## config.mk

```make
export PLATFORM = sky130hd
export DESIGN_NAME = tmds_channel_encoder
export DESIGN_NICKNAME = d
export VERILOG_FILES = /design/src/rtl/tmds_channel_encoder.sv
export SDC_FILE = /design/constraint.sdc
export NUM_CORES = 1
export LEC_CHECK = 0
export CORE_UTILIZATION = 35
export CTS_CLUSTER_SIZE = 16
export DETAILED_ROUTE_END_ITERATION = 10
export SYNTH_ARGS = -nofsm -noshare
export SYNTH_HDL_FRONTEND = slang
export SYNTH_SLANG_ARGS = --single-unit
```

## constraint.sdc

```tcl
create_clock -name clkPixel -period 11 [get_ports clkPixel]
set_input_delay 1.65 -clock clkPixel [delete_from_list [all_inputs] [get_ports clkPixel]]
set_output_delay 1.65 -clock clkPixel [all_outputs]
set_load 0.01 [all_outputs]
```

## src/rtl/tmds_channel_encoder.sv

```systemverilog
// TMDS 8b/10b encoder for one colour channel.
// Two-stage pipeline: stage 1 registers the inputs and the input popcount,
// stage 2 builds the transition-minimised word and registers the DC-balanced
// symbol together with the running disparity.
module tmds_channel_encoder #(
  parameter int CNT_W = 6
) (
  input  logic                    clkPixel,
  input  logic                    resetn,
  input  logic                    de,
  input  logic [7:0]              din,
  input  logic [1:0]              ctrl,
  output logic [9:0]              q,
  output logic signed [CNT_W-1:0] disparity
);

  localparam logic [9:0] TOKEN_00 = 10'h354;
  localparam logic [9:0] TOKEN_01 = 10'h0AB;
  localparam logic [9:0] TOKEN_10 = 10'h154;
  localparam logic [9:0] TOKEN_11 = 10'h2AB;

  localparam logic signed [CNT_W-1:0] TWO   = CNT_W'(2);
  localparam logic signed [CNT_W-1:0] EIGHT = CNT_W'(8);
  localparam logic signed [CNT_W-1:0] D_MAX = CNT_W'(10);

  logic [7:0] din_s1;
  logic       de_s1;
  logic [1:0] ctrl_s1;
  logic [3:0] n1d_s1;

  logic [3:0] n1d;
  logic       use_xnor;
  logic [8:0] q_m;
  logic [3:0] n1;
  logic signed [CNT_W-1:0] diff;
  logic       d_zero, d_pos, d_neg;
  logic       m_bal, m_pos, m_neg;
  logic [9:0] q_data;
  logic signed [CNT_W-1:0] disp_data;

  // Popcount of the incoming byte, captured alongside it in stage 1.
  always_comb begin
    n1d = '0;
    for (int unsigned i = 0; i < 8; i++) begin
      n1d = n1d + 4'(din[i]);
    end
  end

  // Stage 1 input register.
  always_ff @(posedge clkPixel or negedge resetn) begin
    if (!resetn) begin
      din_s1  <= '0;
      de_s1   <= 1'b0;
      ctrl_s1 <= '0;
      n1d_s1  <= '0;
    end else begin
      din_s1  <= din;
      de_s1   <= de;
      ctrl_s1 <= ctrl;
      n1d_s1  <= n1d;
    end
  end

  // Transition-minimised word q_m and its ones/zeros balance.
  always_comb begin
    use_xnor = (n1d_s1 > 4'd4) || ((n1d_s1 == 4'd4) && !din_s1[0]);
    q_m      = '0;
    q_m[0]   = din_s1[0];
    for (int unsigned i = 1; i < 8; i++) begin
      q_m[i] = use_xnor ? ~(q_m[i-1] ^ din_s1[i]) : (q_m[i-1] ^ din_s1[i]);
    end
    q_m[8] = ~use_xnor;
    n1 = '0;
    for (int unsigned i = 0; i < 8; i++) begin
      n1 = n1 + 4'(q_m[i]);
    end
    diff = CNT_W'(2 * n1) - EIGHT;
  end

  // DC-balance decision: pick inversion of q_m and the next disparity.
  // Sign tests use the sign bit directly so no mixed-signedness compare creeps in.
  always_comb begin
    d_zero = (disparity == '0);
    d_neg  = disparity[CNT_W-1];
    d_pos  = !d_neg && !d_zero;
    m_bal  = (n1 == 4'd4);
    m_pos  = (n1 > 4'd4);
    m_neg  = (n1 < 4'd4);
    if (d_zero || m_bal) begin
      q_data    = {~q_m[8], q_m[8], q_m[8] ? q_m[7:0] : ~q_m[7:0]};
      disp_data = q_m[8] ? (disparity + diff) : (disparity - diff);
    end else if ((d_pos && m_pos) || (d_neg && m_neg)) begin
      q_data    = {1'b1, q_m[8], ~q_m[7:0]};
      disp_data = disparity + (q_m[8] ? TWO : '0) - diff;
    end else begin
      q_data    = {1'b0, q_m[8], q_m[7:0]};
      disp_data = disparity - (q_m[8] ? '0 : TWO) + diff;
    end
  end

  // Output register: data symbol with disparity update, or control token.
  always_ff @(posedge clkPixel or negedge resetn) begin
    if (!resetn) begin
      q         <= TOKEN_00;
      disparity <= '0;
    end else if (de_s1) begin
      q         <= q_data;
      disparity <= disp_data;
    end else begin
      disparity <= '0;
      case (ctrl_s1)
        2'b00:   q <= TOKEN_00;
        2'b01:   q <= TOKEN_01;
        2'b10:   q <= TOKEN_10;
        default: q <= TOKEN_11;
      endcase
    end
  end

  // Running disparity stays within +/-10 for any legal input stream.
  disp_bound: assert property (@(posedge clkPixel) disable iff (!resetn)
    (disparity <= D_MAX) && (disparity >= -D_MAX));

endmodule

```

After elaboration in Yosys (flattened, before gate mapping)
Index checks and enable logic that the tools add are counted.
- bits of input ports: 13
- output and inout port bits: 16
- register bits after elaboration: 31
- order comparisons: 3
- equal/unequal tests: 4
- $add $sub $neg: 21
- bitwise logic cells: 16
- multiplexer cells: 18
- reductions and logical operators: 12
- operator list (cell ; number):
    adder 4 x 1 -> 4 bit ; 8
    two-way mux 10 bit ; 3
    one-hot mux 10 bit (3 select lines) ; 1
    two-way mux 6 bit ; 4
    adder 6 bit ; 2
    subtractor 6 bit ; 2
    adder 3 x 1 -> 4 bit ; 2
    equality test 4 x 3 -> 1 bit, second input constant ; 2
    greater-than comparator 4 x 3 -> 1 bit, second input constant ; 2
    two-way mux 8 bit ; 1
    NOT 1 bit ; 8
    NOT 8 bit ; 1
    two-way mux 1 bit ; 7
    XOR 1 bit ; 7
    adder 2 x 1 -> 3 bit ; 2
    adder 6 x 2 -> 6 bit ; 1
    zero test 6 bit ; 1
    subtractor 5 x 4 -> 6 bit, second input constant ; 1
    subtractor 6 x 2 -> 6 bit ; 1
    adder 1 x 1 -> 2 bit ; 2
    logical AND 1 bit ; 4
    less-than comparator 4 x 3 -> 1 bit, second input constant ; 1
    two-way mux 2 bit ; 2
    zero test 1 bit ; 3
    4 further kinds ; 6

Logic depth before layout (Yosys ltp)
- depth after elaboration: 29
- gate-level depth with buffers: 24
- gate-level depth less buffers: 24

Least setup slack after synthesis
No wires, ideal clock.
- path type: flip-flop to flip-flop
- from: register din_s1[0]
- to: register disparity[5]
- required time: 10.927 ns
- clock period less this slack: 5.644 ns
- cell stages (with the launch flop): 25
- arrival time: 5.571 ns
- setup slack: 5.356 ns
- path buffers: 0
- setup time: 0.073 ns
- path through: dfrtp_1 xnor2_2 xor2_2 xor2_2 xnor2_1 fa_1 fa_1 inv_1 fa_1 ha_1 inv_1 fa_1 xor2_1 inv_1 ha_1 inv_1 xnor2_1 nand2_1 o21ai_0 ha_1 a21oi_1 xnor2_1 mux2i_1 a21oi_1 nor2b_1
- longest elaborated chain between the ends: 29
- elaborated cells between the ends (all ways): 51
- those cells by class: add/sub (14); order compare (2); eq/ne (1); mux (13); bitwise (14); reduce/logical (7)
- RTL lines (element ; RTL line ; source):
    start: declaration ; 26 ; logic [7:0] din_s1;
    start signal: assignment ; 57 ; din_s1 <= din;
    branches (longest 27 deep; another with adder 3 x 1 -> 4 bit) ; -- ;
    two-way mux 6 bit * ; 89 ; if (d_zero || m_bal) begin
    two-way mux 6 bit * ; 106 ; end else if (de_s1) begin
    end signal: assignment ; 108 ; disparity <= disp_data;
    end: declaration ; 14 ; output logic signed [CNT_W-1:0] disparity
Mark *: on every way between the ends.

Worst setup path in the final report
Ends and elaborated chain as after synthesis.

==> flow_summary.json <==
{
  "netlist_area_mm2": 0.00241,
  "place_inst": 328,
  "drive_above_1_share": 0.0888,
  "fp.dieH_um": 85,
  "maxCapViolCount": 0,
  "fin_worst_skew_ps": 3.05,
  "grt_max_degree": 31,
  "fillers": 600,
  "synth_top_area_cell": "dfrtp_1",
  "start_util": 0.371,
  "yosys_most_used_dff": "dfrtp_1",
  "wl_um": 4220,
  "hp-class": "flop to flop",
  "max_freq_mhz": 165,
  "slowest_delay_ps": 550,
  "clockRootBuffer": "clkbuf_8",
  "synth_cells": 226,
  "synth-simple-area-share": 0.0540,
  "netlist.area_leader.share": 0.259,
  "cp_slowest_cell": "fa_1",
  "cts_hold_buffers": 0,
  "place_area_mm2": 0.00277,
  "finalSetupTns_ps": 0,
  "dr.pass1.iters": 4,
  "fin_crit_sh": 0.552,
  "muxShareOfSynthArea": 0.0125,
  "hold_viol": 0,
  "pin_count": 29,
  "cpLargestDelayFamily": "adder cells",
  "worstSetupPathType": "flop to flop",
  "stdcell_count": 336,
  "gp_congestion": 0.775,
  "overflow": 0,
  "cts_setup_buffers": 0,
  "synth_area_leaders": "dfrtp_1, ha_1, fa_1",
  "synth-seq-area-share": 0.314,
  "synthXorXnorAreaFrac": 0.162,
  "crit_fanout": 6,
  "first_iter_violations": 28,
  "synth_warnings": 0,
  "synth_compound_area_frac": 0.127,
  "cp-start-kind": "flop",
  "syn_area_per_cell_um2": 10.7,
  "antenna_found_initial": 0,
  "clkSinkCount": 30,
  "clkTransAtPathRegs_ps": 60,
  "slew_headroom": 0.588,
  "synth_edf_count": 0,
  "synth_fa_ha_area_frac": 0.264,
  "core_region_area_mm2": 0.00649,
  "cp_cell_sequence": "xnor2_2 > xor2_2 > xor2_2 > xnor2_1 > fa_1 > fa_1 > inv_1 > fa_1 > ha_1 > inv_1 > fa_1 > xor2_1 > inv_1 > ha_1 > inv_1 > xnor2_1 > nand2_1 > o21ai_0 > ha_1 > a21oi_1 > xnor2_1 > mux2i_1 > a21oi_1 > nor2b_1",
  "vias": 1533,
  "min_period_ps": 6070,
  "rows": 29,
  "maxSlewViolCount": 0,
  "rsz0062_at_grt": "no",
  "cts_tree": "built",
  "area.growth.synth_to_final_pct": 18.7,
  "avgViaCountPerCell": 4.56,
  "synth_top_family_by_area": "adder cells",
  "path_buf_inv": 4,
  "grt_pass1_vias": 1646,
  "synth_seq_cells": 30,
  "synth_nets": 282,
  "diodes": 0,
  "ant_nets": 0,
  "postLayoutCellArea_mm2": 0.00286,
  "cts.path.max_buffers": 2,
  "nets": 314,
  "setup_viol": 0,
  "required_ps": 11200,
  "status": "finished clean",
  "htree_levels": 2,
  "crit_path_end_kind": "flop",
  "grt_pass1_wl_um": 7530,
  "wl_per_cell_um": 12.5,
  "cts_resized": 0,
  "port_buffers": 27,
  "arrival_ps": 6270,
  "synth_cell_types": 35,
  "fp.dieArea_mm2": 0.00723,
  "drc": 0,
  "clock_insertion_delay_worst_skew_ps": 270,
  "die_x_um": 85,
  "cts_buffers": 5,
  "synthArstFlopShare": 1.00,
  "grt_util_all_layers": 0.132,
  "max_slew.worst_pin.slew_ps": 619,
  "post-dp-hpwl_um": 3400
}
## per-stage QoR
stage	setup slack, ps	hold slack [ps]	utilization
after floorplan	5360	626	-
after global placement	5080	687	0.427
after detailed placement	4870	703	0.427
after CTS	4850	712	0.441
after global routing	4460	762	0.441
final	4930	707	0.441
## per-layer routing
layer	global-route usage	wire, µm	up-vias
met5	0	0	-
met4	0.0277	34	0
met3	0.0321	151	5
met2	0.210	1920	27
met1	0.182	2110	719
li1	-	-	782
## cells in the mapped netlist (2+ instances only)
cell / count
a21o_1: 10
a21oi_1: 15
a21oi_4: 2
clkbuf_1: 2
dfrtp_1: 25
dfstp_2: 5
fa_1: 13
ha_1: 30
inv_1: 38
mux2i_1: 3
nand2_1: 8
nor2_1: 6
nor2b_1: 2
nor3_1: 2
o211a_1: 3
o211ai_1: 2
o21ai_0: 4
xnor2_1: 28
xor2_1: 11
xor2_2: 2
## cells in the final DEF (no fill, tap or decap), types with 2 or more instances in the layout
| cell | instances |
|---|---|
| xor2_1 | 11 |
| clkbuf_8 | 6 |
| a21oi_4 | 2 |
| dfstp_2 | 5 |
| nor2_1 | 6 |
| xnor2_1 | 28 |
| xor2_2 | 2 |
| mux2i_1 | 3 |
| clkdlybuf4s50_1 | 27 |
| o21ai_0 | 4 |
| a21o_1 | 10 |
| dfrtp_1 | 25 |
| nor3_1 | 2 |
| inv_1 | 38 |
| fa_1 | 13 |
| o211ai_1 | 2 |
| nor2b_1 | 2 |
| o211a_1 | 3 |
| a21oi_1 | 15 |
| nand2_1 | 8 |
| ha_1 | 30 |
## registers in the layout, summed over array words and instances, names as in the netlist
register,cells
din_s1,8
n1d_s1,4
de_s1,1
disparity,5
q,10
ctrl_s1,2
## cells by family after synthesis
family          after synthesis
fa+ha+maj                    43
compound gates               42
xor+xnor                     42
buf+inv                      41
flops                        30
simple gates                 24
mux                           3
other cells                   1
## worst min-delay path: stages (launching register included)
cell     delay, ps
dfrtp_1        400
inv_1           80
ha_1           120
o21ai_0         90
## final timing paths
path | slack (ps) | cells past startpoint | to | from
min in group asynchronous | 1770 | 2 | ctrl_s1[1]$_DFF_PN0_ | resetn
max in group asynchronous | 8920 | 2 | q[6]$_DFF_PN1_ | resetn
hold reg to reg | 710 | 3 | q[9]$_DFF_PN1_ | ctrl_s1[1]$_DFF_PN0_
hold / removal | 710 | 3 | q[9]$_DFF_PN1_ | ctrl_s1[1]$_DFF_PN0_
setup / recovery | 4930 | 24 | disparity[5]$_DFF_PN0_ | din_s1[0]$_DFF_PN0_
setup reg to reg | 4930 | 24 | disparity[5]$_DFF_PN0_ | din_s1[0]$_DFF_PN0_
## layout make-up
class                      count  area (µm²)  area share
sequential                    30         757       0.265
clock inverter                 1        5.00     0.00175
clock buffer                   7        86.3      0.0302
multi-input combinational    155        1500       0.523
inverter                      38         143      0.0498
timing repair buffer          28         278      0.0971
tap                           77        96.3      0.0337
Power is not shown: default switching activity piles up to over one toggle a cycle in this logic, so the estimate is an artifact.
